===== src/rtl/alu_arb_pkg.sv =====
// Shared types and default widths for the ALU arbiter slice.
package alu_arb_pkg;
  typedef enum logic [1:0] {IDLE, EXEC, RESP} state_t;

  localparam int DATA_W_D = 8;
  localparam int OP_W_D   = 4;
  localparam int RES_W_D  = 16;
  localparam int STAT_W   = 16;
endpackage


===== src/rtl/rr_arbiter.sv =====
// Combinational round-robin pick: first set request at or above ptr, wrapping at N_REQ.
module rr_arbiter #(
  parameter int N_REQ = 4,
  parameter int IDX_W = 2
) (
  input  logic [N_REQ-1:0] req,
  input  logic [IDX_W-1:0] ptr,
  output logic [N_REQ-1:0] grant,
  output logic [IDX_W-1:0] idx,
  output logic             any
);
  // Walk the offsets from farthest to nearest so the nearest hit is the last write.
  always_comb begin
    grant = '0;
    idx   = '0;
    any   = 1'b0;
    for (int k = N_REQ - 1; k >= 0; k--) begin
      if (req[(int'(ptr) + k) % N_REQ]) begin
        grant = N_REQ'(1) << ((int'(ptr) + k) % N_REQ);
        idx   = IDX_W'((int'(ptr) + k) % N_REQ);
        any   = 1'b1;
      end
    end
  end
endmodule


===== src/rtl/alu_arbiter.sv =====
// Round-robin sharing of one clocked ALU among N_REQ requesters, one operation in flight.
// Optional per-requester grant counters are enabled with `define ALU_ARB_STATS_EN.
module alu_arbiter
  import alu_arb_pkg::*;
#(
  parameter int N_REQ   = 4,
  parameter int DATA_W  = DATA_W_D,
  parameter int OP_W    = OP_W_D,
  parameter int RES_W   = RES_W_D,
  parameter int ALU_LAT = 1
) (
  input  logic                    clk,
  input  logic                    reset,
  input  logic [N_REQ-1:0]        req_valid,
  output logic [N_REQ-1:0]        req_ready,
  input  logic [N_REQ*DATA_W-1:0] req_a,
  input  logic [N_REQ*DATA_W-1:0] req_b,
  input  logic [N_REQ*OP_W-1:0]   req_op,
  output logic [N_REQ-1:0]        rsp_valid,
  input  logic [N_REQ-1:0]        rsp_ready,
  output logic [RES_W-1:0]        rsp_result,
  output logic [DATA_W-1:0]       alu_a,
  output logic [DATA_W-1:0]       alu_b,
  output logic [OP_W-1:0]         alu_opcode,
  input  logic [RES_W-1:0]        alu_result,
  output logic                    busy
`ifdef ALU_ARB_STATS_EN
  ,
  output logic [N_REQ*STAT_W-1:0] grant_cnt
`endif
);
  localparam int IDX_W = (N_REQ < 2) ? 1 : $clog2(N_REQ);
  localparam int LAT_W = (ALU_LAT < 2) ? 1 : $clog2(ALU_LAT + 1);

  if (ALU_LAT < 1) begin : g_bad_lat
    $error("alu_arbiter: ALU_LAT must be at least 1");
  end
  if (N_REQ < 2 || N_REQ > 8) begin : g_bad_nreq
    $error("alu_arbiter: N_REQ must be in 2..8");
  end

  state_t           state;
  logic [IDX_W-1:0] rr_ptr;
  logic [IDX_W-1:0] gnt_idx;
  logic [LAT_W-1:0] lat_cnt;

  logic [N_REQ-1:0] gnt_oh;
  logic [IDX_W-1:0] gnt_idx_c;
  logic             gnt_any;

  rr_arbiter #(.N_REQ(N_REQ), .IDX_W(IDX_W)) u_rr (
    .req   (req_valid),
    .ptr   (rr_ptr),
    .grant (gnt_oh),
    .idx   (gnt_idx_c),
    .any   (gnt_any)
  );

  // Gated by reset so no accept is advertised while the block is held in reset.
  assign req_ready = (state == IDLE && reset) ? gnt_oh : '0;
  assign busy      = (state != IDLE);

  always_ff @(posedge clk or negedge reset) begin
    if (!reset) begin
      state      <= IDLE;
      rr_ptr     <= '0;
      gnt_idx    <= '0;
      lat_cnt    <= '0;
      alu_a      <= '0;
      alu_b      <= '0;
      alu_opcode <= '0;
      rsp_valid  <= '0;
      rsp_result <= '0;
    end else begin
      case (state)
        IDLE: begin
          if (gnt_any) begin
            alu_a      <= req_a[int'(gnt_idx_c)*DATA_W +: DATA_W];
            alu_b      <= req_b[int'(gnt_idx_c)*DATA_W +: DATA_W];
            alu_opcode <= req_op[int'(gnt_idx_c)*OP_W +: OP_W];
            gnt_idx    <= gnt_idx_c;
            rr_ptr     <= IDX_W'((int'(gnt_idx_c) + 1) % N_REQ);
            lat_cnt    <= LAT_W'(ALU_LAT);
            state      <= EXEC;
          end
        end
        EXEC: begin
          if (lat_cnt == LAT_W'(1)) begin
            rsp_result <= alu_result;
            rsp_valid  <= N_REQ'(1) << gnt_idx;
            state      <= RESP;
          end else begin
            lat_cnt <= lat_cnt - LAT_W'(1);
          end
        end
        RESP: begin
          if (rsp_ready[gnt_idx]) begin
            rsp_valid <= '0;
            state     <= IDLE;
          end
        end
        default: state <= IDLE;
      endcase
    end
  end

`ifdef ALU_ARB_STATS_EN
  logic [STAT_W-1:0] cnt_q [N_REQ];

  always_ff @(posedge clk or negedge reset) begin
    if (!reset) begin
      for (int i = 0; i < N_REQ; i++) cnt_q[i] <= '0;
    end else if (|(req_ready & req_valid)) begin
      if (cnt_q[gnt_idx_c] != {STAT_W{1'b1}})
        cnt_q[gnt_idx_c] <= cnt_q[gnt_idx_c] + STAT_W'(1);
    end
  end

  for (genvar i = 0; i < N_REQ; i++) begin : g_cnt_out
    assign grant_cnt[i*STAT_W +: STAT_W] = cnt_q[i];
  end
`endif
endmodule

===== config.mk =====
export PLATFORM = sky130hd
export DESIGN_NAME = alu_arbiter
export DESIGN_NICKNAME = d
export VERILOG_FILES = /design/src/rtl/alu_arb_pkg.sv /design/src/rtl/rr_arbiter.sv /design/src/rtl/alu_arbiter.sv
export SDC_FILE = /design/constraint.sdc
export NUM_CORES = 1
export LEC_CHECK = 0
export BUFFER_PORTS_ARGS = -buffer_cell sky130_fd_sc_hd__buf_4
export CELL_PAD_IN_SITES_DETAIL_PLACEMENT = 1
export CELL_PAD_IN_SITES_GLOBAL_PLACEMENT = 2
export CORE_ASPECT_RATIO = 1.1
export CORE_UTILIZATION = 25
export CTS_CLUSTER_SIZE = 8
export DETAILED_ROUTE_END_ITERATION = 16
export PLACE_DENSITY = 0.75
export SLEW_MARGIN = 20
export SYNTH_ARGS = -nofsm -noshare
export SYNTH_HDL_FRONTEND = slang
export SYNTH_HIERARCHICAL = 1
export SYNTH_SLANG_ARGS = --single-unit

===== constraint.sdc =====
create_clock -name clk -period 3.5 [get_ports clk]
set_input_delay 0 -clock clk [delete_from_list [all_inputs] [get_ports clk]]
set_output_delay 0 -clock clk [all_outputs]
set_load 0.02 [all_outputs]

==> impl_metrics.ini, run 1 <==
[critical_path]
end_kind = register
worstSetupPathType = register to register
critPathArrivalTime_ns = 3.00
cp-start-kind = register
cp_max_fo = 23
required_ns = 3.67

[cells_and_area]
areaGrowthSynthToFinish_pct = 53.15
stdcell_area_mm2 = 0.004528
diodes = 0
fillers = 1272
final_cell_mix = buf_4, dfrtp_1, mux2_2, mux4_2, mux2_4
drive_above_1_share = 0.6010
layout_commonest_cell = buf_4
nets = 494

[placed_design]
dp_hpwl_um = 6469
pre_cts_ws_ns = 0.6552
finalWeightedCongestion = 0.7495
placed_cell_area_mm2 = 0.004199
io_buffers = 150

[logic_synthesis]
synth_top_cell_area_share = 0.3978
synth-warning-count = 6
ys_seq_area_frac = 0.3978
avgSynthCellArea_um2 = 13.75
synth_nets = 329
syn_area_mm2 = 0.002957
ys_seq_elements = 47
yosys-top-cells-area = dfrtp_1, mux4_2, mux2_4
synth_cell_type_count = 41
synth_top_cell_by_area = dfrtp_1
syn_inst = 215

[global_route]
grt-ovfl-total = 0
antenna_found_initial = 0
grt_pass1_vias = 2544
grt_max_degree = 52
grt.total_usage = 0.1369
grt_pass1_wl_um = 13160

[power_and_ir_drop]
pwr-share-clk = 0.113
leakagePower_uw = 0.002133
switching_power_uw = 1648
p_int_uw = 2506
pwr_density_cell_mw_per_mm2 = 917.2
combPwrFrac = 0.646
pwr-share-seq = 0.241
netSwitchingFraction = 0.3967
ir_worst_vdd_uv = 370.5

[sta]
slew_viol_final = 0
fin_ws_ns = 0.6665
finalCritPeriodShare = 0.8096
setup_viol = 0
setup_tns_ns = 0
timing.hold.ws_ns = 0.1564
hold_viol = 0
rsz0062_at_grt = no
timing.fmax_ghz = 0.3529
finClkSkew_ns = 0.004729
slew-limit-headroom = 0.5667
tightest_slew_ns = 0.6500
finalCriticalPeriod_ns = 2.833

[floorplan]
rows = 41
num_io_pins = 151
die_h_um = 116.1
fp.coreArea_mm2 = 0.01149
dieArea_mm2 = 0.01227
die_w_um = 105.7
initial_core_util = 0.2573

[drt]
detail-route-antenna-nets = 0
wl_per_cell_um = 16.32
firstDrtPassIters = 4
drt_iter0_markers = 105
vias = 2462
wl_um = 8668
drc = 0
vias_per_cell = 4.637

[clocking]
cts_sinks = 47
h-tree-depth = 2
cts_root_buffer = clkbuf_16
cts_tree = built
clkTransAtPathRegs_ns = 0.07
cts_buffers = 5
cts_buffer_depth = 2
cts-resized-gates = 0
clk_latency_ns = 0.28

[flow_run]
drv_cap = 0

[hold_path]
min_path_type = input port to register

[run_status]
status = complete, no violations
-- what timing repair did --
item | CTS | global route
setup buffers | 0 | 0
hold buffers | 17 | 0
hold endpoints to repair | 63 | 0
-- area by class of cell --
type	count	area, um2	area share
Multi-Input combinational cell	146	1633	0.3606
Timing Repair Buffer	173	1361	0.3006
Sequential cell	47	1176	0.2597
Tap cell	150	187.7	0.04145
Clock buffer	5	125.1	0.02763
Inverter	7	26.28	0.005803
Clock inverter	3	18.77	0.004145
-- synthesized netlist by cell type, drive strengths merged --
cell type,number
nor2b,2
o221ai,1
o21ai,7
nor2,12
and4,1
ha,8
mux2,38
o211a,1
nand4,4
nor3b,2
or3b,2
nand3,1
a22oi,4
nor3,1
clkbuf,1
buf,14
and3,4
a21oi,4
nor4bb,1
nand3b,3
inv,7
and2b,1
o32ai,4
nand2,8
o22ai,1
a31oi,4
dfrtp,47
xnor2,1
nand2b,1
mux2i,7
a211o,1
mux4,22
-- final timing paths --
path	from	end	slack, ns	cells past startpoint
max	rr_ptr[1]	alu_opcode[1]	0.67	8
min	req_op[14]	alu_opcode[2]	0.16	3
max in group asynchronous	reset	rr_ptr[0]	2.77	2
max reg2reg	rr_ptr[1]	alu_opcode[1]	0.67	8
min in group asynchronous	reset	rsp_valid[1]	0.29	2
min reg2reg	lat_cnt	lat_cnt	0.50	2
-- per-stage QoR --
| step | utilization | power, uW | std cells |
|---|---|---|---|
| after floorplan | - | 2922 | 215 |
| after global placement | 0.3654 | 3625 | 505 |
| after detailed placement | 0.3654 | 3696 | 505 |
| after CTS | 0.3927 | 4197 | 530 |
| after global routing | 0.3941 | 4437 | 531 |
| final | 0.3941 | 4153 | 531 |
-- state kept, by name, indices dropped and copies added (netlist names) --
name	flops
alu_a	8
alu_b	8
alu_opcode	4
gnt_idx	2
lat_cnt	1
rr_ptr	2
rsp_result	16
rsp_valid	4
state	2
-- power by group through the flow --
| stage | clock network [uW] | logic [uW] | registers (uW) |
|---|---|---|---|
| after global placement | 0 | 2630 | 997 |
| after detailed placement | 0 | 2690 | 1010 |
| final | 468 | 2680 | 1000 |
| after CTS | 485 | 2710 | 1000 |
| after floorplan | 0 | 1640 | 1280 |
| after global routing | 507 | 2890 | 1040 |
-- critical path, stage by stage, from the launching register on --
cell and delay [ns]:
dfrtp_1 0.38, inv_1 0.17, ha_1 0.39, nor2b_1 0.20, o211a_1 0.23, nor3_2 0.25
buf_12 0.25, mux4_1 0.57, mux2_2 0.27
-- layer usage --
| metal | GRT usage | share of wire | vias to the layer above |
|---|---|---|---|
| met5 | 0 | 0 | - |
| met3 | 0.03206 | 0.065 | 4 |
| li1 | - | - | 1146 |
| met1 | 0.1636 | 0.39 | 1223 |
| met4 | 0.03241 | 0.010 | 0 |
| met2 | 0.2492 | 0.53 | 89 |
-- kinds of logic (layout without fill, tap and decap cells) --
kind of cell               count (synthesis)  in the layout  share of synthesized area
adders and majority gates                  8              8                    0.03386
xor gates and xnor gates                   1              1                   0.002963
muxes                                     67             67                     0.3682
and+or+nand+nor                           43             43                    0.08209
buffers and inverters                     22            188                    0.05459
AOI/OAI and AO/OA                         27             27                    0.06052
DFF                                       47             47                     0.3978
Power figures use the tool's default switching activity.
==> inputs of run 2 (changes only) <==
--- a/config.mk
+++ b/config.mk
@@ -5,14 +5,15 @@
 export SDC_FILE = /design/constraint.sdc
 export NUM_CORES = 1
 export LEC_CHECK = 0
+export ABC_AREA = 1
 export BUFFER_PORTS_ARGS = -buffer_cell sky130_fd_sc_hd__buf_4
 export CELL_PAD_IN_SITES_DETAIL_PLACEMENT = 1
 export CELL_PAD_IN_SITES_GLOBAL_PLACEMENT = 2
 export CORE_ASPECT_RATIO = 1.1
-export CORE_UTILIZATION = 25
+export CORE_UTILIZATION = 23
 export CTS_CLUSTER_SIZE = 8
 export DETAILED_ROUTE_END_ITERATION = 16
-export PLACE_DENSITY = 0.75
+export PLACE_DENSITY = 0.82
 export SLEW_MARGIN = 20
 export SYNTH_ARGS = -nofsm -noshare
 export SYNTH_HDL_FRONTEND = slang
==> constraint.sdc (replaced) <==
create_clock -name clk -period 2.9 [get_ports clk]
set_input_delay 0 -clock clk [delete_from_list [all_inputs] [get_ports clk]]
set_output_delay 0 -clock clk [all_outputs]
set_load 0.02 [all_outputs]
==> run 2 against run 1 <==
Combinational power is 54% higher. Register-to-register slack got worse by 0.40 ns. Die area increased by 7.4%. Critical path type unchanged. Highest routed layer unchanged. Core utilization down 2.0 points. Flip-flop and latch count is the same.
==> impl_metrics.ini, run 2 <==
[run_status]
status = complete, no violations

[hold_path]
hp-start = req_b[4]
holdPathStages = 5
min_to = alu_b[4]
min_path_type = input port to register

[critical_path]
cp_max_fo = 41
required_ns = 3.13
path_delay_family = buffers and inverters
critPathArrivalTime_ns = 2.87
worst-path-buf-inv = 4
worst_path_largest_cell_delay_ns = 0.52
r2r-start = rr_ptr[1]
cp_slowest_cell = inv_2
reg2reg_slack_ns = 0.26
rr_worst_depth = 13
end_kind = register
path_cells = inv_1 -> ha_1 -> inv_1 -> nand3_2 -> nand2_4 -> inv_4 -> a21oi_4 -> o21ai_4 -> inv_2 -> nor2_1 -> o22ai_1 -> nand2_1 -> nand2_1
cp-start-kind = register
worstSetupPathType = register to register
r2r_end = alu_b[3]
path_depth = 13

[global_route]
grt_max_degree = 48
grt_pass1_wl_um = 17460
antenna_found_initial = 0
grt.total_usage = 0.1699
grt-ovfl-total = 0
grt_pass1_vias = 3688

[floorplan]
die_w_um = 109.6
num_io_pins = 151
fp.coreArea_mm2 = 0.01219
die_h_um = 120.3
dieArea_mm2 = 0.01318
rows = 42
initial_core_util = 0.2400

[power_and_ir_drop]
pwr_density_cell_mw_per_mm2 = 1316
ir_worst_vdd_uv = 515.8
total_power_uw = 6005
leakagePower_uw = 0.002422

[sta]
hold_viol = 0
slew_viol_final = 0
tightest_slew_ns = 0.7004
timing.fmax_ghz = 0.3790
finalCriticalPeriod_ns = 2.638
finalCritPeriodShare = 0.9098
slew-limit-headroom = 0.5324
rsz0062_at_grt = no
fin_ws_ns = 0.2616
setup_tns_ns = 0
finClkSkew_ns = 0.008860
setup_viol = 0

[clocking]
cts_sinks = 47
post-cts-setup-buffer-count = 0
clk_latency_ns = 0.30
cts_buffers = 5
h-tree-depth = 2
cts_root_buffer = clkbuf_16
cts_buffer_depth = 2
cts_tree = built
clkTransAtPathRegs_ns = 0.07

[drt]
wl_um = 10360
detail-route-antenna-nets = 0
vias_per_cell = 4.566
vias = 3370
wl_per_cell_um = 14.03
drt_iter0_markers = 117
firstDrtPassIters = 4
drc = 0

[cells_and_area]
fillers = 1564
layoutNonFillerInstCount = 738
top_register = rsp_result
stdcell_area_mm2 = 0.004562
nets = 697
layout_commonest_cell = buf_4
areaGrowthSynthToFinish_pct = 55.88
diodes = 0
top_regs = rsp_result: 16 flops, alu_a: 8 flops, alu_b: 8 flops
largest_reg_flops = 16
drive_above_1_share = 0.3322
final_cell_mix = buf_4, nand2_1, nor2_1, dfrtp_1, o21ai_1

[logic_synthesis]
ys_seq_elements = 47
avgSynthCellArea_um2 = 6.968
synth-warning-count = 6
synth_cell_type_count = 24
async_flop_share = 1.000
synth_top_cell_by_area = dfrtp_1
ys_seq_area_frac = 0.4019
synth_edf_count = 0
syn_inst = 420
synth_nets = 534
ys.flop_type = dfrtp_1
synth_top_cell_area_share = 0.4019
synth_common_cells = nand2_1, nor2_1, dfrtp_1
yosys-top-cells-area = dfrtp_1, nand2_1, nor2_1
syn_area_mm2 = 0.002927
yosysMostFrequentCell = nand2_1

[flow_run]
drv_cap = 0

[placed_design]
placed_cell_area_mm2 = 0.004220
io_buffers = 150
dp_hpwl_um = 7765
pre_cts_ws_ns = 0.2493
finalWeightedCongestion = 0.8073
numPlacedInstances = 713
## run 2: cell count changes after synthesis, sizes merged, moves of 5 or more
cell	before	now
mux4	22	0
o21ai	7	44
nor2	12	56
inv	7	31
mux2i	7	0
o22ai	1	20
mux2	38	0
buf	14	19
nand3	1	28
nand2	8	154
## run 2: area by class of cell
type                            instances  area (um2)  area share
Clock buffer                            5       125.1     0.02743
Inverter                               31       121.4     0.02660
Tap cell                              154       192.7     0.04224
Multi-Input combinational cell        322        1536      0.3368
Sequential cell                        47        1176      0.2578
Timing Repair Buffer                  176        1364      0.2990
Clock inverter                          3       46.29     0.01015
## run 2: per-layer routing
layer,routed length [um],up-vias,global-route usage,share of wire
met1,3997,1596,0.1841,0.39
li1,-,1668,-,-
met5,0,-,0,0
met3,803,13,0.05553,0.078
met2,5390,93,0.3117,0.52
met4,163,0,0.04500,0.016
## run 2: worst max-delay path by stage
stage                         start        to
final                     rr_ptr[1]  alu_b[3]
after global routing      rr_ptr[1]  alu_b[3]
after CTS                 rr_ptr[0]  alu_b[3]
after detailed placement  rr_ptr[1]  alu_b[3]
after global placement    rr_ptr[1]  alu_b[3]
after floorplan           rr_ptr[0]  alu_b[0]
## run 2: worst reg2reg max path, stage by stage (launching register included)
cell     delay (ns)
dfrtp_1        0.37
inv_1          0.19
ha_1           0.31
inv_1          0.11
nand3_2        0.12
nand2_4        0.14
inv_4          0.07
a21oi_4        0.15
o21ai_4        0.08
inv_2          0.52
nor2_1         0.10
o22ai_1        0.25
nand2_1        0.10
nand2_1        0.07
## run 2: metrics by stage
step	util	hold slack, ns
2_1_floorplan	-	-0.2956
3_3_place_gp	0.3462	0.2014
3_5_place_dp	0.3462	0.2115
4_1_cts	0.3742	0.06627
5_1_grt	0.3742	0.09573
6_report	0.3742	0.06887
## run 2: power breakdown
part | total, uW | switching [uW] | leakage, uW | internal, uW
combinational | 4130 | 2630 | 0.00176 | 1500
sequential | 1190 | 192 | 0.000577 | 995
clock | 687 | 277 | 0.0000804 | 410
total | 6000 | 3100 | 0.00242 | 2910
## run 2: repair_timing
item / 4_1_cts / 5_1_grt
resized for setup: 0 / 0
endpoints found under the hold margin: 63 / 0
hold buffers: 17 / 0
## run 2: cell families (layout without fill, tap and decap cells)
logic type / count (synthesis) / after routing / synth area share
flip-flops: 47 / 47 / 0.4019
buffers and inverters: 51 / 215 / 0.07695
AO/OA/AOI/OAI: 72 / 72 / 0.1372
adder cells (fa/ha/maj): 8 / 8 / 0.03420
AND/OR/NAND/NOR: 242 / 242 / 0.3497
